<file path="src/rtl/mux_scan_pkg.sv">
// Shared types and constants for the 4-channel mux scan sequencer.
package mux_scan_pkg;

    localparam int NUM_CH = 4;
    localparam int SEL_W  = 2;

    typedef enum logic [1:0] {
        IDLE = 2'd0,
        SCAN = 2'd1,
        DONE = 2'd2
    } scan_state_t;

    // True when the given channel is the final one of a scan.
    function automatic logic last_ch(input logic [SEL_W-1:0] ch);
        return ch == SEL_W'(NUM_CH - 1);
    endfunction

endpackage

</file>
<file path="src/rtl/mux_scan_dwell_cnt.sv">
// Dwell timer: counts enabled cycles and flags the last cycle of each dwell
// window, then restarts from zero on its own.
module mux_scan_dwell_cnt #(
    parameter int DWELL_CYCLES = 4,
    parameter int CNT_W        = 8
) (
    input  logic clk,
    input  logic rst_n,
    input  logic clear,
    input  logic enable,
    output logic tc
);

    localparam logic [CNT_W-1:0] LAST = CNT_W'(DWELL_CYCLES - 1);

    logic [CNT_W-1:0] cnt;

    assign tc = enable && (cnt == LAST);

    // Count while enabled; wrap to zero at terminal count so dwells run back to back.
    always_ff @(posedge clk) begin
        // NOTE: reset is synchronous, so it is just the highest-priority branch
        // inside the clocked block and does not appear in the sensitivity list.
        if (!rst_n || clear) begin
            cnt <= '0;
        end else if (enable) begin
            cnt <= tc ? '0 : cnt + 1'b1;
        end
    end

endmodule

</file>
<file path="src/rtl/mux_scan_sequencer.sv">
// Steps a 4:1 mux select through channels 0..3, dwelling DWELL_CYCLES on
// each, samples the mux output at the end of every dwell and publishes the
// four samples as one snapshot with a single-cycle valid pulse.
// Optional build macro SCAN_CHANGE_DETECT_EN adds a 'change' output that
// flags snapshots differing from the previous one.
module mux_scan_sequencer
    import mux_scan_pkg::*;
#(
    parameter int DWELL_CYCLES = 4,
    parameter int CNT_W        = 8
) (
    input  logic        clk,
    input  logic        rst_n,
    input  logic        start,
    input  logic        continuous,
    input  logic        mux_in,
    output logic        s0,
    output logic        s1,
    output logic [3:0]  sample_bus,
    output logic        valid,
    output logic        busy
`ifdef SCAN_CHANGE_DETECT_EN
    ,
    output logic        change
`endif
);

    scan_state_t       state, state_nxt;
    logic [SEL_W-1:0]  ch;
    logic [NUM_CH-2:0] shadow;
    logic              dwell_done;
    logic              capture_last;
    logic [NUM_CH-1:0] snapshot;

    // The channel register drives the mux select directly, so select is registered.
    assign s0 = ch[0];
    assign s1 = ch[1];

    assign capture_last = (state == SCAN) && dwell_done && last_ch(ch);
    assign snapshot     = {mux_in, shadow};

    mux_scan_dwell_cnt #(
        .DWELL_CYCLES (DWELL_CYCLES),
        .CNT_W        (CNT_W)
    ) u_dwell (
        .clk    (clk),
        .rst_n  (rst_n),
        .clear  (state != SCAN),
        .enable (state == SCAN),
        .tc     (dwell_done)
    );

    // State register.
    always_ff @(posedge clk) begin
        // NOTE: clocked state uses non-blocking assignments so every register
        // samples pre-edge values regardless of statement order.
        if (!rst_n) begin
            state <= IDLE;
        end else begin
            state <= state_nxt;
        end
    end

    // Next-state logic: start only matters in IDLE; DONE lasts one cycle.
    always_comb begin
        // NOTE: default assignment first so no path leaves state_nxt unassigned,
        // which would otherwise infer a latch.
        state_nxt = state;
        case (state)
            IDLE:    if (start) state_nxt = SCAN;
            SCAN:    if (dwell_done && last_ch(ch)) state_nxt = DONE;
            DONE:    state_nxt = continuous ? SCAN : IDLE;
            default: state_nxt = IDLE;
        endcase
    end

    // Status outputs decoded from the current state.
    always_comb begin
        busy  = 1'b0;
        valid = 1'b0;
        case (state)
            SCAN:    busy = 1'b1;
            DONE: begin
                busy  = 1'b1;
                valid = 1'b1;
            end
            default: ;
        endcase
    end

    // Channel stepping and sample capture at the end of each dwell.
    always_ff @(posedge clk) begin
        // NOTE: the three-bit shadow is ordinary flops, not a RAM, so it is
        // reset alongside everything else to avoid leaking a stale partial scan.
        if (!rst_n) begin
            ch         <= '0;
            shadow     <= '0;
            sample_bus <= '0;
        end else begin
            case (state)
                SCAN: begin
                    if (dwell_done) begin
                        if (last_ch(ch)) begin
                            sample_bus <= snapshot;
                            ch         <= '0;
                        end else begin
                            shadow[ch] <= mux_in;
                            ch         <= ch + 1'b1;
                        end
                    end
                end
                default: ch <= '0;
            endcase
        end
    end

`ifdef SCAN_CHANGE_DETECT_EN
    // Flag a new snapshot that differs from the one it replaces; low otherwise.
    always_ff @(posedge clk) begin
        if (!rst_n) begin
            change <= 1'b0;
        end else begin
            change <= capture_last && (snapshot != sample_bus);
        end
    end
`endif

endmodule

</file>
<file path="config.mk">
export PLATFORM = sky130hd
export DESIGN_NAME = mux_scan_sequencer
export DESIGN_NICKNAME = d
export VERILOG_FILES = /design/src/rtl/mux_scan_pkg.sv /design/src/rtl/mux_scan_dwell_cnt.sv /design/src/rtl/mux_scan_sequencer.sv
export SDC_FILE = /design/constraint.sdc
export NUM_CORES = 1
export LEC_CHECK = 0
export BUFFER_PORTS_ARGS = -buffer_cell sky130_fd_sc_hd__buf_2
export CAP_MARGIN = 20
export CORE_UTILIZATION = 30
export CTS_CLUSTER_DIAMETER = 30
export CTS_CLUSTER_SIZE = 8
export DETAILED_ROUTE_END_ITERATION = 7
export GPL_TIMING_DRIVEN = 0
export PLACE_DENSITY = 0.55
export REMOVE_ABC_BUFFERS = 1
export SYNTH_ARGS = -nofsm -noshare
export SYNTH_HDL_FRONTEND = slang
export SYNTH_SLANG_ARGS = --single-unit
</file>
<file path="constraint.sdc">
create_clock -name clk -period 1.8 [get_ports clk]
set_input_delay 0.18 -clock clk [delete_from_list [all_inputs] [get_ports clk]]
set_output_delay 0.18 -clock clk [all_outputs]
set_load 0.005 [all_outputs]
</file>
== After elaboration in Yosys (flattened, before gate mapping) ==
Index checks and enable logic that the tools add are counted.

* Register bits after elaboration: 19
* Output and inout port bits: 8
* Logic and storage cells: 39

* $add $sub $neg: 2
* Magnitude comparators: 2
* Eq/ne operators: 7
* Mux-type cells: 11
* Bitwise gates (word level): 1
* Reductions and logical operators: 11

{| class="wikitable"
|+ Operator list
! cell !! count
|-
| 8-bit by 1-bit adder with 8-bit output (second input constant) || 1
|-
| 8-bit by 2-bit == test with 1-bit output (second input constant) || 1
|-
| 8-bit 2-to-1 mux || 1
|-
| 2-bit 2-to-1 mux || 3
|-
| 2-bit one-hot mux with 3 select lines || 1
|-
| 3-bit AND reduction || 2
|-
| 2-bit == test (second input constant) || 2
|-
| 1-bit 2-to-1 mux || 4
|-
| 2-bit inequality test (second input constant) || 2
|-
| 2-bit AND reduction || 2
|-
| 3-bit bitwise mux || 1
|-
| 1-bit logical AND || 3
|-
| 2-bit by 3-bit < comparator with 1-bit output (second input constant) || 1
|-
| 2-bit by 1-bit adder with 2-bit output (second input constant) || 1
|-
| 1-bit demux with 2-bit select || 1
|-
| 2-bit by 1-bit == test with 1-bit output (second input constant) || 1
|-
| 2-bit by 1-bit greater-or-equal comparator with 1-bit output (second input constant) || 1
|-
| 2-bit logical NOT || 1
|-
| 2-bit by 1-bit inequality test with 1-bit output (second input constant) || 1
|-
| 2-bit OR reduction || 1
|-
| 1-bit logical NOT || 1
|-
| 1-bit logical OR || 1
|-
| 1-bit NOT || 1
|}

== Logic depth before layout (Yosys ltp) ==
Gate-level depths: netlist of the first run.

* Depth after elaboration: 5
* Depth in mapped cells: 7
* Depth with buffers taken out: 6

== By module ==
Synthesis of the first run repeated with hierarchy kept, for this count alone.

* Cell total of the unflattened synthesis: 105
* Area, all modules: 991.0 um^2

{| class="wikitable"
|+ By module, submodules not included
! module !! times used !! cells an instance !! area an instance (um^2) !! sequential area each (um^2)
|-
| mux_scan_sequencer || 1 || 63 || 598.1 || 220.2
|-
| mux_scan_dwell_cnt || 1 || 42 || 392.9 || 160.2
|}

== Worst setup path before layout of the first run ==
No wires, ideal clock.

* Path type: register -> register
* Start: reg u_dwell.cnt[0]
* End: reg state[0]
* Library setup time: 0.118 ns
* Arrival: 1.396 ns
* Data required time: 1.682 ns
* Setup slack: 0.286 ns
* Cell stages (with the launch flop): 6
* Path buffers: 0
* Cells stage by stage: dfxtp_1 -> ha_1 -> nor4b_4 -> nand2_2 -> a221o_2 -> mux2i_1

* Longest elaborated chain between the ends: 5

{| class="wikitable"
|+ Ends and longest elaborated chain
! what !! RTL line !! RTL
|-
| start, declared || mux_scan_dwell_cnt.sv:16 || <nowiki>logic [CNT_W-1:0] cnt;</nowiki>
|-
| start signal, assigned || mux_scan_dwell_cnt.sv:27 || <nowiki>cnt <= tc ? '0 : cnt + 1'b1;</nowiki>
|-
| 8-bit by 2-bit == test with 1-bit output || mux_scan_dwell_cnt.sv:18 || <nowiki>assign tc = enable && (cnt == LAST);</nowiki>
|-
| 1-bit logical AND || mux_scan_dwell_cnt.sv:18 ||
|-
| 1-bit logical AND || mux_scan_sequencer.sv:71 || <nowiki>SCAN: if (dwell_done && last_ch(ch)) state_nxt = DONE;</nowiki>
|-
| 2-bit inequality test (no line) || - ||
|-
| 2-bit AND reduction (no line) || - ||
|-
| end signal, assigned || mux_scan_sequencer.sv:60 || <nowiki>state <= state_nxt;</nowiki>
|-
| end, declared || mux_scan_sequencer.sv:28 || <nowiki>scan_state_t state, state_nxt;</nowiki>
|}

Every way passes these cells.
A chain may end at the register's enable or synchronous reset.

== Worst setup path after layout of the first run ==
* Start: reg u_dwell.cnt[0]
* End: reg state[1]

The elaborated chain is that of the path after synthesis.

==> run_results.csv, run 1 <==
group,metric,value,unit
die,core,0.00285,sq mm
sta,finalHoldViolCount,0,
drt,drtPass1Iterations,4,
clocking,clock_sinks,19,
grt,grt_use_total,10.1,%
worst_setup_path,startpoint_type,"register",
final_layout,syn2layout_area_growth,13.2,%
power,power.internal,614,uW
final_layout,fin_area,0.00106,sq mm
synthesis,synth_cell_types,22,
clocking,cts_tree,"yes",
synthesis,yosysTopAreaCell,"dfxtp_1",
drt,drc,0,
drt,met3WireLength,63,um
synthesis,syn_avg_cell_area,9.38,sq um
final_layout,final_cells,146,
die,initial_utilization,32.9,%
worst_setup_path,r2r_start,"u_dwell.cnt[0]",
die,ios,13,
placement,gp_congestion,0.732,
synthesis,synth.cell_area,938,sq um
power,swShare,29.0,%
worst_setup_path,startpoint,"u_dwell.cnt[0]",
power,powerDensity,814,mW/mm^2
placement,dp_hpwl,1200,um
clocking,root_buffer,"clkbuf_4",
sta,setup_violations,0,
worst_setup_path,worstPathMaxFanout,5,
power,pwr-share-clk,24.4,%
worst_setup_path,path_class,"register to register",
synthesis,syn_inst,100,
clocking,cts_setup_buffers,0,
final_layout,antenna_cells,0,
drt,wl_per_cell,10.7,um
synthesis,synth_top_area_share,40.5,%
sta,slew_violations,0,
worst_setup_path,required,1.99,ns
sta,tightest_slew,0.342,ns
drt,ant_nets,0,
synthesis,synth.area.top_cells,"dfxtp_1 41%, ha_1 13%, mux2i_1 9.6%, nand2_1 6.4%, nor2_1 4.0%",
sta,fin_crit_sh,93.9,%
power,finalPower,864,uW
die,fp.dieH,57.9,um
clocking,numCtsBuffers,3,
clocking,cts_buffer_depth,2,
clocking,holdBufCountCts,0,
worst_hold_path,worstHoldPathType,"input port to register",
drt,dr.first_iter.drc_count,20,
drt,highest_layer,"met4",
sta,fin_setup_tns,0,ns
outcome,status,"finished, final reports clean",
grt,grt_max_degree,16,
drt,routed_wl,1560,um
sta,max_freq,0.591,GHz
placement,dp.cells,141,
clocking,post_cts_resized,0,
drt,drt-vias-per-instance,4.71,
grt,grt_pass1_wl,2590,um
run,maxCapViolations,0,
sta,fin_skew,0.00564,ns
grt,grt_pass1_vias,626,
synthesis,yosysWarnings,0,
sta,rsz0062_at_grt,"no",
drt,met2WireLength,688,um
synthesis,yosysSeqAreaShare,40.5,%
power,p_leak,0.474,nW
drt,num_vias,687,
placement,place_ws,0.0150,ns
power,irDropWorstVdd,0.517,mV
sta,slew_headroom,77.1,%
worst_setup_path,end_kind,"register",
placement,placed_cell_area,0.00103,sq mm
clocking,h-tree-depth,1,
grt,grt-ovfl-total,0,
drt,wl_met1,790,um
clocking,clk_latency,0.29,ns
synthesis,ys_ff_latch,19,
power,combPwrFrac,21.6,%
worst_setup_path,cp.arrival,1.88,ns
die,fp-row-count,19,
power,p_sw,250,uW
die,die_w,57.9,um
grt,antenna_found_initial,0,
sta,fin_ws,0.109,ns
worst_hold_path,min_from,"mux_in",
clocking,clk_pin_slew,0.11,ns
placement,io_buffers,12,
final_layout,drive_above_1_share,19.1,%
final_layout,final_nets,131,
power,seq_power_share,53.9,%
die,fp.dieArea,0.00336,sq mm
sta,min_period,1.69,ns
state kept, by name (all words and copies together) (netlist names):
| name | count |
|---|---|
| ch | 2 |
| sample_bus | 4 |
| shadow | 3 |
| state | 2 |
| u_dwell.cnt | 8 |
logic make-up (layout without fill, tap and decap cells):
kind of cell	count (synthesis)	after routing	share of synthesized area, %
buffers and inverters	7	22	2.93
AOI/OAI and AO/OA	5	5	3.33
adders and majority gates	10	10	13.3
xor gates and xnor gates	6	6	5.60
and+or+nand+nor	44	44	24.7
muxes	9	9	9.60
DFF	19	19	40.5
cell type report:
class | count | area, sq um
Tap cell | 31 | 38.8
Multi-Input combinational cell | 74 | 531
Sequential cell | 19 | 380
Clock buffer | 4 | 26.3
Timing Repair Buffer | 13 | 67.6
Inverter | 5 | 18.8
Fill cell | 304 | 1790
routing by layer:
metal / vias to the layer above / GRT usage (%)
met2: 12 / 16.6
met4: 0 / 2.04
met1: 311 / 12.7
met5: - / 0
met3: 2 / 4.02
li1: 362 / -
path summary, 6_finish.rpt:
check                   to  slack, ns  cells past startpoint
max               state[1]       0.11                      5
min          sample_bus[3]       0.16                      3
max reg2reg       state[1]       0.11                      5
min reg2reg      shadow[2]       0.47                      2
synth_stat cells:
| cell | instances |
|---|---|
| dfxtp_1 | 19 |
| nand2_1 | 16 |
| ha_1 | 10 |
| nor2_1 | 10 |
| mux2i_1 | 9 |
| inv_1 | 5 |
| nor2b_1 | 5 |
| a21oi_1 | 4 |
| nand4_1 | 4 |
| xnor2_1 | 3 |
| xor2_1 | 3 |
| nand3_1 | 2 |
| a221o_2 | 1 |
| and3_1 | 1 |
| and3_2 | 1 |
| buf_2 | 1 |
| clkbuf_1 | 1 |
| nand2_2 | 1 |
| nor3_1 | 1 |
| nor3_2 | 1 |
| nor4b_4 | 1 |
| or3b_2 | 1 |
layout by cell type (no fill, tap or decap), drive strengths merged:
master / n
xor2: 3
and3: 2
nand3: 2
a21oi: 4
or3b: 1
a221o: 1
nor3: 2
xnor2: 3
nor4b: 1
inv: 5
nor2b: 5
buf: 13
nor2: 10
dfxtp: 19
mux2i: 9
clkbuf: 4
ha: 10
nand2: 17
nand4: 4
through the flow:
| stage | util, % | hold WS, ns |
|---|---|---|
| after detailed placement | 36.1 | 0.451 |
| final | 37.2 | 0.161 |
| after floorplan | - | 0.308 |
| after global placement | 36.1 | 0.446 |
| after global routing | 37.2 | 0.166 |
| after CTS | 37.0 | 0.157 |
worst max-delay path, stage by stage, from the launching register on:
cell and delay, ns:
dfxtp_1 0.38, ha_1 0.25, nor4b_4 0.34, nand2_2 0.11, a221o_2 0.38, mux2i_1 0.12
power by group through the flow:
stage	clock (mW)	combinational, mW	sequential [mW]
final	0.211	0.187	0.466
after CTS	0.220	0.188	0.467
after global routing	0.236	0.210	0.471
after detailed placement	0	0.186	0.477
after floorplan	0	0.138	0.471
after global placement	0	0.184	0.475
(Power assumes the default switching activity.)
==> inputs of run 2 (changes only) <==
CELL_PAD_IN_SITES_DETAIL_PLACEMENT = 0   (was default)
CELL_PAD_IN_SITES_GLOBAL_PLACEMENT = 1   (was default)
PLACE_DENSITY = 0.68   (was 0.55)
clock period = 1.5 ns   (was 1.8 ns; I/O delays follow)
==> run 2 against run 1 <==
  * The flow now finishes with violations (DRC, setup timing)
  * Register-to-register slack got worse by 0.17 ns
  * Total power rose by 31%
  * Sequential power rose by 22%
  * Clock power up 26%
  * Largest power group unchanged
==> run_results.csv, run 2 (synthesized netlist as in run 1, its figures left out) <==
group,metric,value,unit
final_layout,drive_above_1_share,31.5,%
clocking,holdBufCountCts,0,
sta,slew_violations,0,
power,powerDensity,964,mW/mm^2
die,fp.dieArea,0.00336,sq mm
power,seq_power_share,50.1,%
final_layout,antenna_cells,0,
clocking,clk_pin_slew,0.12,ns
worst_setup_path,crit_buf_inv,1,
outcome,failed_checks,"DRC, setup timing",
worst_setup_path,startpoint,"u_dwell.cnt[1]",
clocking,clk_latency,0.31,ns
final_layout,syn2layout_area_growth,25.3,%
drt,routed_wl,1780,um
worst_setup_path,slowest_delay,0.38,ns
worst_setup_path,path_class,"register to register",
power,pwr-share-clk,23.5,%
clocking,cts_buffer_depth,2,
placement,dp.cells,141,
worst_setup_path,r2r_end,"state[1]",
drt,num_vias,721,
grt,grt-ovfl-total,0,
die,ios,13,
worst_setup_path,startpoint_type,"register",
placement,gp_congestion,0.706,
worst_setup_path,crit_family,"flip-flops",
die,die_w,57.9,um
clocking,root_buffer,"clkbuf_4",
sta,setup_violations,2,
power,p_sw,345,uW
clocking,clock_sinks,19,
clocking,numCtsBuffers,3,
clocking,h-tree-depth,1,
worst_setup_path,cp.arrival,1.76,ns
sta,tightest_slew,0.351,ns
final_layout,largest_reg_flops,8,
final_layout,mostFrequentLayoutCells,"16 x nand2_1, 16 x dfxtp_1, 12 x buf_2",
die,fp.dieH,57.9,um
sta,min_period,1.56,ns
drt,drt-vias-per-instance,4.65,
drt,dr.first_iter.drc_count,15,
run,maxCapViolations,0,
final_layout,regMostFlops,"u_dwell.cnt",
sta,fin_skew,0.0128,ns
final_layout,regArea,387,sq um
worst_setup_path,required,1.70,ns
worst_setup_path,rrSetupSlack,-0.06,ns
worst_setup_path,path_cells,"ha_4, nor4b_4, buf_4, nand2_2, a221o_2, mux2i_1",
die,fp-row-count,19,
grt,grt_use_total,11.5,%
sta,rsz0062_at_grt,"yes",
outcome,status,"complete, but fails checks",
grt,grt_max_degree,16,
worst_setup_path,crit_slowest_cell,"dfxtp_4",
worst_setup_path,cp.depth,6,
worst_setup_path,reg2regPathDepth,6,
final_layout,multi_input_area,566,sq um
final_layout,finish.utilization,41.2,%
sta,finalHoldViolCount,0,
sta,hold_ws,0.109,ns
power,swShare,30.4,%
drt,drc,2,
power,irDropWorstVdd,0.477,mV
die,core,0.00285,sq mm
final_layout,top_regs,"u_dwell.cnt x8, sample_bus x4, shadow x3",
die,initial_utilization,32.9,%
final_layout,final_nets,140,
sta,max_freq,0.642,GHz
worst_setup_path,cp-endpoint,"state[1]",
grt,grt_pass1_wl,2940,um
worst_hold_path,worstHoldPathType,"input port to register",
worst_setup_path,worstPathMaxFanout,3,
clocking,cts_tree,"yes",
grt,antenna_found_initial,0,
drt,ant_nets,0,
sta,fin_crit_sh,104,%
power,p_leak,0.527,nW
sta,fin_ws,-0.0588,ns
power,power.internal,789,uW
worst_setup_path,end_kind,"register",
placement,io_buffers,12,
sta,slew_headroom,76.5,%
worst_setup_path,r2r_start,"u_dwell.cnt[1]",
grt,grt_pass1_vias,657,
power,combPwrFrac,26.4,%
final_layout,fill_cells,300,
drt,wl_per_cell,11.5,um
placement,dp_hpwl,1190,um
drt,drtPass1Iterations,6,
final_layout,final_cells,155,
## run 2: cell count changes in the layout (fill, tap and decap cells not counted), sizes merged
| cell | change |
|---|---|
| buf | +9 |
| clkbuf | -1 |
| clkinv | +1 |
## run 2: per-layer routing
metal | vias up | global-route usage (%) | share of wire, % | wire length (um)
met4 | 0 | 3.06 | 0.73 | 13
met5 | - | 0 | 0 | 0
met1 | 326 | 13.9 | 48 | 860
li1 | 381 | - | - | -
met2 | 12 | 19.5 | 47 | 838
met3 | 2 | 4.02 | 3.9 | 69
## run 2: timing repair
action,in CTS,in global routing
setup buffers,5,5
pin swaps,1,1
endpoints found under the setup margin,16,18
gates resized for setup,6,5
gates cloned,0,0
## run 2: tightest hold or removal path, cell delays in order
cell and delay, ns:
buf_2 0.09, mux2i_1 0.06, nor2b_1 0.09
## run 2: power groups by stage
stage               Clock (mW)  Sequential (mW)  Combinational, mW
floorplan                    0            0.565              0.166
global placement             0            0.570              0.229
detailed placement           0            0.572              0.235
CTS                      0.277            0.569              0.271
global route             0.304            0.575              0.334
finish                   0.266            0.568              0.300
## run 2: worst min path at each step
stage,start,end,slack [ns],depth (start not counted)
global route,mux_in,sample_bus[3],0.13,3
global placement,mux_in,sample_bus[3],0.42,3
detailed placement,mux_in,sample_bus[3],0.43,3
floorplan,rst_n,sample_bus[3],0.28,1
CTS,mux_in,sample_bus[3],0.11,3
finish,mux_in,sample_bus[3],0.11,3
## run 2: metrics by stage
stage          TNS, ns  instance area (sq um)  worst slack (ns)  power, mW
2_1_floorplan  -0.0280                    930           -0.0140      0.731
3_3_place_gp     -1.63                   1030            -0.231      0.799
3_5_place_dp     -1.80                   1030            -0.250      0.807
4_1_cts              0                   1120          0.000950       1.12
5_1_grt         -0.480                   1180            -0.115       1.21
6_report        -0.112                   1180           -0.0588       1.13
## run 2: layout make-up
type | instances | area share [%]
repair buffers | 22 | 11.8
clock buffers | 3 | 1.91
clock inverters | 1 | 0.426
inverters | 5 | 1.60
flip-flops and latches | 19 | 32.9
well taps | 31 | 3.30
multi-input cells | 74 | 48.1
